### src/rtl/uart_pkg.sv
// Shared types and default timeouts for the uart_tx round-robin arbiter.
package uart_pkg;

  typedef enum logic [2:0] {
    IDLE,
    START,
    WAIT_BUSY,
    WAIT_DONE,
    HOLD
  } arb_state_t;

  localparam int DEF_HOLD_TIMEOUT = 64;
  localparam int DEF_BUSY_TIMEOUT = 4;

endpackage

### src/rtl/uart_rr_pick.sv
// Combinational round-robin pick: first valid requester at or after ptr, wrapping.
module uart_rr_pick #(
  parameter int NUM_REQ = 4,
  parameter int PTR_W   = $clog2(NUM_REQ)
) (
  input  logic [NUM_REQ-1:0] valid,
  input  logic [PTR_W-1:0]   ptr,
  output logic [NUM_REQ-1:0] grant,
  output logic [PTR_W-1:0]   idx,
  output logic               any
);

  logic [PTR_W-1:0] cand;

  always_comb begin
    grant = '0;
    idx   = '0;
    any   = 1'b0;
    cand  = '0;
    for (int k = 0; k < NUM_REQ; k++) begin
      cand = PTR_W'((int'(ptr) + k) % NUM_REQ);
      if (!any && valid[cand]) begin
        any         = 1'b1;
        idx         = cand;
        grant[cand] = 1'b1;
      end
    end
  end

endmodule

### src/rtl/uart_tx_arbiter.sv
// Round-robin scheduler sharing one uart_tx between NUM_REQ byte streams, with
// packet lock, hold-idle release and busy-handshake watchdog.
module uart_tx_arbiter
  import uart_pkg::*;
#(
  parameter int NUM_REQ      = 4,
  parameter int HOLD_TIMEOUT = DEF_HOLD_TIMEOUT,
  parameter int BUSY_TIMEOUT = DEF_BUSY_TIMEOUT
) (
  input  logic                   clk,
  input  logic                   rst,
  input  logic [NUM_REQ-1:0]     req_valid_i,
  input  logic [NUM_REQ*8-1:0]   req_data_i,
  input  logic [NUM_REQ-1:0]     req_last_i,
  output logic [NUM_REQ-1:0]     req_ready_o,
  output logic [NUM_REQ-1:0]     grant_o,
  output logic                   tx_start_o,
  output logic [7:0]             tx_data_o,
  input  logic                   tx_busy_i,
  input  logic                   tx_error_i,
  output logic                   abort_o,
  output logic                   err_o
);

  localparam int PTR_W  = $clog2(NUM_REQ);
  localparam int HCNT_W = $clog2(HOLD_TIMEOUT + 1);
  localparam int BCNT_W = $clog2(BUSY_TIMEOUT + 1);

  arb_state_t          state;
  logic [PTR_W-1:0]    rr_ptr;
  logic [PTR_W-1:0]    owner;
  logic                lock;
  logic [HCNT_W-1:0]   hold_cnt;
  logic [BCNT_W-1:0]   busy_cnt;

  logic [NUM_REQ-1:0]  pick_grant;
  logic [PTR_W-1:0]    pick_idx;
  logic                pick_any;
  logic [7:0]          req_byte [NUM_REQ];

  function automatic logic [PTR_W-1:0] next_ptr(input logic [PTR_W-1:0] p);
    return (p == PTR_W'(NUM_REQ - 1)) ? '0 : p + PTR_W'(1);
  endfunction

  always_comb begin
    for (int k = 0; k < NUM_REQ; k++) req_byte[k] = req_data_i[8*k +: 8];
  end

  uart_rr_pick #(
    .NUM_REQ (NUM_REQ),
    .PTR_W   (PTR_W)
  ) u_pick (
    .valid (req_valid_i),
    .ptr   (rr_ptr),
    .grant (pick_grant),
    .idx   (pick_idx),
    .any   (pick_any)
  );

  // Ready only in IDLE (arbitration) or HOLD (locked owner); never while a byte is in flight.
  always_comb begin
    req_ready_o = '0;
    if (!rst) begin
      if (state == IDLE)      req_ready_o = pick_grant;
      else if (state == HOLD) req_ready_o = grant_o;
    end
  end

  always_ff @(posedge clk) begin
    if (rst) begin
      state      <= IDLE;
      rr_ptr     <= '0;
      owner      <= '0;
      lock       <= 1'b0;
      hold_cnt   <= '0;
      busy_cnt   <= '0;
      grant_o    <= '0;
      tx_start_o <= 1'b0;
      tx_data_o  <= '0;
      abort_o    <= 1'b0;
      err_o      <= 1'b0;
    end else begin
      tx_start_o <= 1'b0;
      abort_o    <= 1'b0;
      // A watchdog expiry below overrides this, so a coincident tx_error_i gives one pulse.
      err_o      <= tx_error_i;
      unique case (state)
        IDLE: begin
          if (pick_any) begin
            owner      <= pick_idx;
            grant_o    <= pick_grant;
            tx_data_o  <= req_byte[pick_idx];
            lock       <= ~req_last_i[pick_idx];
            tx_start_o <= 1'b1;
            state      <= START;
          end
        end
        START: begin
          busy_cnt <= '0;
          state    <= WAIT_BUSY;
        end
        WAIT_BUSY: begin
          if (tx_busy_i) begin
            state <= WAIT_DONE;
          end else if (busy_cnt == BCNT_W'(BUSY_TIMEOUT - 1)) begin
            err_o   <= 1'b1;
            grant_o <= '0;
            lock    <= 1'b0;
            rr_ptr  <= next_ptr(owner);
            state   <= IDLE;
          end else begin
            busy_cnt <= busy_cnt + BCNT_W'(1);
          end
        end
        WAIT_DONE: begin
          if (!tx_busy_i) begin
            if (lock) begin
              hold_cnt <= '0;
              state    <= HOLD;
            end else begin
              grant_o <= '0;
              rr_ptr  <= next_ptr(owner);
              state   <= IDLE;
            end
          end
        end
        HOLD: begin
          if (req_valid_i[owner]) begin
            tx_data_o  <= req_byte[owner];
            lock       <= ~req_last_i[owner];
            hold_cnt   <= '0;
            tx_start_o <= 1'b1;
            state      <= START;
          end else if (hold_cnt == HCNT_W'(HOLD_TIMEOUT - 1)) begin
            abort_o <= 1'b1;
            grant_o <= '0;
            lock    <= 1'b0;
            rr_ptr  <= next_ptr(owner);
            state   <= IDLE;
          end else begin
            hold_cnt <= hold_cnt + HCNT_W'(1);
          end
        end
        default: state <= IDLE;
      endcase
    end
  end

endmodule

### config.mk
export PLATFORM = sky130hd
export DESIGN_NAME = uart_tx_arbiter
export DESIGN_NICKNAME = d
export VERILOG_FILES = /design/src/rtl/uart_pkg.sv /design/src/rtl/uart_rr_pick.sv /design/src/rtl/uart_tx_arbiter.sv
export SDC_FILE = /design/constraint.sdc
export NUM_CORES = 1
export LEC_CHECK = 0
export ABC_CLOCK_PERIOD_IN_PS = 3950
export BUFFER_PORTS_ARGS = -buffer_cell sky130_fd_sc_hd__buf_2
export CAP_MARGIN = 15
export CORE_ASPECT_RATIO = 0.75
export CORE_UTILIZATION = 26
export DETAILED_ROUTE_END_ITERATION = 16
export GPL_ROUTABILITY_DRIVEN = 0
export SLEW_MARGIN = 20
export SYNTH_ARGS = -nofsm -noshare
export SYNTH_HDL_FRONTEND = slang
export SYNTH_HIERARCHICAL = 1
export SYNTH_SLANG_ARGS = --single-unit
### constraint.sdc
create_clock -name clk -period 3.95 [get_ports clk]
set_input_delay 0.1975 -clock clk [delete_from_list [all_inputs] [get_ports clk]]
set_output_delay 0.1975 -clock clk [all_outputs]
set_load 0.005 [all_outputs]
# Word level (Yosys, flattened, before mapping)
# Index checks and enable logic that the tools add are counted.
# word_totals
reg_bits,33
in_bits,44
output_inout_bits,19
elab_cells,174
# classes
n_addsub,6
magnitude_cmp,12
eq_ne,20
mux,91
bitwise,8
n_reduce_logical,26
# ops
op,count
2-to-1 mux 4 bit,14
2-to-1 mux 8 bit,6
binary-select mux 8 bit (select 2 bit),2
2-to-1 mux 7 bit,4
2-to-1 mux 3 bit,9
2-to-1 mux 1 bit,26
2-to-1 mux 2 bit,11
"< comparator 2 x 3 -> 1 bit, second input constant",6
"!= test 2 bit, second input constant",8
one-hot mux 4 bit (4 select lines),1
one-hot mux 8 bit (2 select lines),1
one-hot mux 3 bit (5 select lines),1
binary-select mux 1 bit (select 2 bit),7
one-hot mux 7 bit (2 select lines),1
OR 4 bit,3
"== test 3 x 2 -> 1 bit, second input constant",3
demux 1 bit (select 2 bit),4
">= comparator 2 x 1 -> 1 bit, second input constant",4
AND reduction 4 bit,2
AND reduction 8 bit,1
"adder 7 x 1 -> 7 bit, second input constant",1
"== test 7 x 6 -> 1 bit, second input constant",1
logical AND 1 bit,7
AND reduction 7 bit,1
25 further kinds,39

# Longest topological paths before layout
# logic_depth
depth_word,18
mapped_depth,13
mapped_depth_nobuf,10

# Hierarchy
# Netlist, hierarchy kept.
# modules_own_cells
module,n_inst,cells_per_inst,area_each_um2,seq_area_each_um2
uart_tx_arbiter,1,232,2235.9,660.6
uart_rr_pick,1,45,421.7,0.0

# Least setup slack after synthesis
# No wires, ideal clock.
# synth_path
path_kind,reg2reg
from,register rr_ptr[0]
to,register lock
setup_time_ps,91
arrival_time_ps,2987
required_ps,3859
setup_slack_ps,872
path_stages_with_launch,14
path_buffers,3
synth_period_minus_slack_ps,3078
cell_sequence,dfxtp_1 > buf_6 > inv_1 > ha_1 > mux4_2 > buf_6 > and2b_2 > o21ai_0 > o31ai_1 > buf_2 > mux4_2 > nor3_1 > a31oi_1 > a311oi_1
# synth_between
elab_chain_len,17
elab_cells_between_ends,32
classes_between,add/sub (3); eq/ne (1); mux (20); bitwise (1); reduce/logical (7)
# synth_rtl
item,line_no,text
start: declaration,uart_tx_arbiter.sv:30,logic [PTR_W-1:0] rr_ptr;
start signal: assignment,uart_tx_arbiter.sv:109,rr_ptr <= next_ptr(owner);
start signal: assignment,uart_tx_arbiter.sv:122,rr_ptr <= next_ptr(owner);
start signal: assignment,uart_tx_arbiter.sv:138,rr_ptr <= next_ptr(owner);
branches (longest 11 deep; another with adder 2 x 1 -> 2 bit),n/a,
2-to-1 mux 2 bit *,uart_rr_pick.sv:22,if (!any && valid[cand]) begin
named net pick_idx[0],uart_tx_arbiter.sv:37,logic [PTR_W-1:0] pick_idx;
binary-select mux 1 bit (select 2 bit) *,uart_tx_arbiter.sv:93,lock <= ~req_last_i[pick_idx];
2-to-1 mux 1 bit (implied by the code) *,uart_tx_arbiter.sv:93,
inverter 1 bit *,uart_tx_arbiter.sv:93,
2-to-1 mux 1 bit *,uart_tx_arbiter.sv:89,if (pick_any) begin
one-hot mux 1 bit (3 select lines) *,uart_tx_arbiter.sv:87,unique case (state)
end signal: assignment,uart_tx_arbiter.sv:93,
end signal: assignment,uart_tx_arbiter.sv:130,lock <= ~req_last_i[owner];
end: declaration,uart_tx_arbiter.sv:32,logic lock;
# Mark *: on every way through the listed nets, which the timed path passes. The select of a mux whose other input is x is not followed.
# A chain may end at the register's enable or synchronous reset.

# Worst setup path after layout
# Ends and elaborated chain as after synthesis.

==> flow_summary.toml <==
[power]
power.switching_uw = 411
p_clk_share_pct = 30.2
p_sw_share_pct = 33.1
cell_internal_pwr_uw = 829
leakagePower_uw = 0.00117
power_uw = 1240
pwr-share-comb_pct = 35.4
ir_drop_uv = 164
power_per_cell_area_nw_per_um2 = 390
p_seq_share_pct = 34.5

[floorplan]
fp.dieW_um = 119
dieArea_um2 = 10600
start_util_pct = 27.2
fp.dieH_um = 89.6
pin_count = 63
core_area_um2 = 9770
num_rows = 31

[global_routing]
grt_usage_pct = 12.9
grt_max_degree = 34
grt_pass1_vias = 2215
antenna_found_initial = 0
grt_pass1_wl_mm = 11.0
grt_overflow = 0

[setup_path]
worstPathArrival_ns = 3.63
cp.required_ns = 4.13
start_kind = "flop"
reg2reg_slack_ns = 0.50
worstSetupEndpointType = "flop"
r2r-end = "lock"
r2r_cells = 10
r2r-start = "rr_ptr[0]"
cp_max_fo = 14
crit_type = "flop to flop"

[final_layout]
syn_to_final_growth_pct = 19.6
layout-drive-gt1-share_pct = 32.2
postLayoutCellArea_um2 = 3180
final_cell_mix = "buf_2 (62), dfxtp_1 (33), nor2_1 (26), nand2_1 (26), mux4_2 (20)"
final_nets = 381
instances_no_fill = 461
antenna_cells = 0
layout_commonest_cell = "buf_2"

[worst_hold_path]
hold_class = "input pin to flop"
hold_end = "err_o"
min_from = "tx_error_i"
min_path_cells = 3

[drt]
first_pass_iters = 4
routed_via_density = 5.26
postRouteAntennaNets = 0
drc = 0
drtIter0Drc = 132
avgRoutedWirePerCell_um = 14.2
wl_mm = 6.56
vias = 2425

[place]
place_area_um2 = 3040
portBuffers = 62
dp_cells = 453
place_hpwl_mm = 4.96

[timing]
hold_viol_final = 0
finalCritPeriodShare_pct = 87.3
slew_headroom_pct = 52.3
rsz0062_at_grt = "no"
fin_setup_tns_ns = 0
min_period_ns = 3.45
worst_pin_slew_ns = 0.715
setup_viol = 0
whs_ns = 0.138
final.setup_skew_ns = 0.00718
slew_violations = 0
fmax_ghz = 0.290

[clock_tree]
post_cts_hold_buffer_count = 0
cts_resized = 0
cts_tree = "done"
cts_buffer_depth = 2
post_cts_buffers = 0
insertion_delay_ns = 0.28
h-tree-depth = 2
cts_buffers = 5
clockRootBuffer = "clkbuf_16"
clock-sinks = 33
clkTransAtPathRegs_ns = 0.05

[synth]
syn_area_um2 = 2660
yosysUniqueCellTypes = 60
async_reset_ff_share_pct = 0
syn_avg_cell_area_um2 = 9.59
synth_nets = 330
ys_ff_latch = 33
ys_warn_count = 6
yosys-top-cells-area = "dfxtp_1 (25%), mux4_2 (17%), mux2i_1 (4.5%), ha_1 (4.2%), nand2_1 (3.7%)"
yosysTopAreaCellShare_pct = 24.9
ys.flop_type = "dfxtp_1"
synth_largest_area_cell = "dfxtp_1"
yosysSeqAreaShare_pct = 24.9
synth_edf_count = 0
postSynthCellCount = 277

[outcome]
outcome = "finished clean"

[flow_run]
maxCapViolations = 0
[flip-flops by register name, summed over array words and instances, names as in the netlist]
| name | flops |
|---|---|
| hold_cnt | 7 |
| grant_o | 4 |
| owner | 2 |
| lock | 1 |
| err_o | 1 |
| busy_cnt | 3 |
| state | 3 |
| abort_o | 1 |
| tx_data_o | 8 |
| tx_start_o | 1 |
| rr_ptr | 2 |
[critical path, cell delays in order (launching register included)]
cell and delay, ns:
dfxtp_1 0.67, inv_1 0.14, ha_1 0.38, mux4_2 0.43, nand2b_1 0.20, o221ai_1 0.17, a32o_1 0.51, mux4_2 0.39
nor3_1 0.15, a31oi_1 0.07, a311oi_1 0.25
[synth_stat cells, drive strengths merged, types with 3 or more instances]
cell type and n:
dfxtp 33, a311oi 10, nand2b 8, a31oi 3
mux4 22, nor3 9, o221ai 3, a22oi 8
a211oi 4, inv 7, or4b 3, mux2i 12
o21ai 8, nand2 26, buf 11, a22o 4
clkbuf 10, nor4 3, a21oi 15, nor3b 5
nor2b 4, ha 9, o31ai 3, nor2 28
[per-layer routing]
layer	up-vias	global-route usage [%]	share of wire [%]
li1	1183	-	-
met1	1168	18.2	50
met2	70	20.1	44
met3	4	2.68	5.4
met4	0	3.11	0.73
met5	-	0	0
[worst max path at each step]
stage | end | start | slack (ns) | depth (start not counted)
3_3_place_gp | tx_data_o[3] | rr_ptr[0] | 0.66 | 10
4_1_cts | lock | rr_ptr[0] | 0.51 | 10
2_1_floorplan | lock | rr_ptr[0] | 0.87 | 13
6_report | lock | rr_ptr[0] | 0.50 | 10
5_1_grt | lock | rr_ptr[0] | 0.24 | 10
3_5_place_dp | lock | rr_ptr[0] | 0.52 | 10
[stage by stage]
stage | utilization (%) | setup slack (ns)
after floorplan | - | 0.872
after global placement | 31.1 | 0.661
after detailed placement | 31.1 | 0.522
after CTS | 32.5 | 0.510
after global routing | 32.5 | 0.236
final | 32.5 | 0.502
[layout make-up]
type | count | area, um^2
fillers | 1016 | 6600
multi-input cells | 216 | 1850
flip-flops and latches | 33 | 661
repair buffers | 65 | 333
well taps | 132 | 165
clock buffers | 5 | 125
inverters | 7 | 26.3
clock inverters | 3 | 17.5
[cell families (layout without fill, tap and decap cells)]
kind of cell             count (synthesis)  after routing  synth area share, %
AND/OR/NAND/NOR                         99             99                 20.5
flip-flops                              33             33                 24.9
multiplexers                            36             36                 24.3
buffers and inverters                   28             80                 5.70
AO/OA/AOI/OAI                           72             72                 20.4
adder cells (fa/ha/maj)                  9              9                 4.24
[power by group through the flow]
stage / sequential (uW) / clock (uW) / combinational, uW
after detailed placement: 435 / 0 / 439
after global placement: 435 / 0 / 432
after global routing: 437 / 395 / 488
after CTS: 428 / 382 / 441
after floorplan: 414 / 0 / 349
final: 428 / 374 / 439
Power figures use the tool's default switching activity.
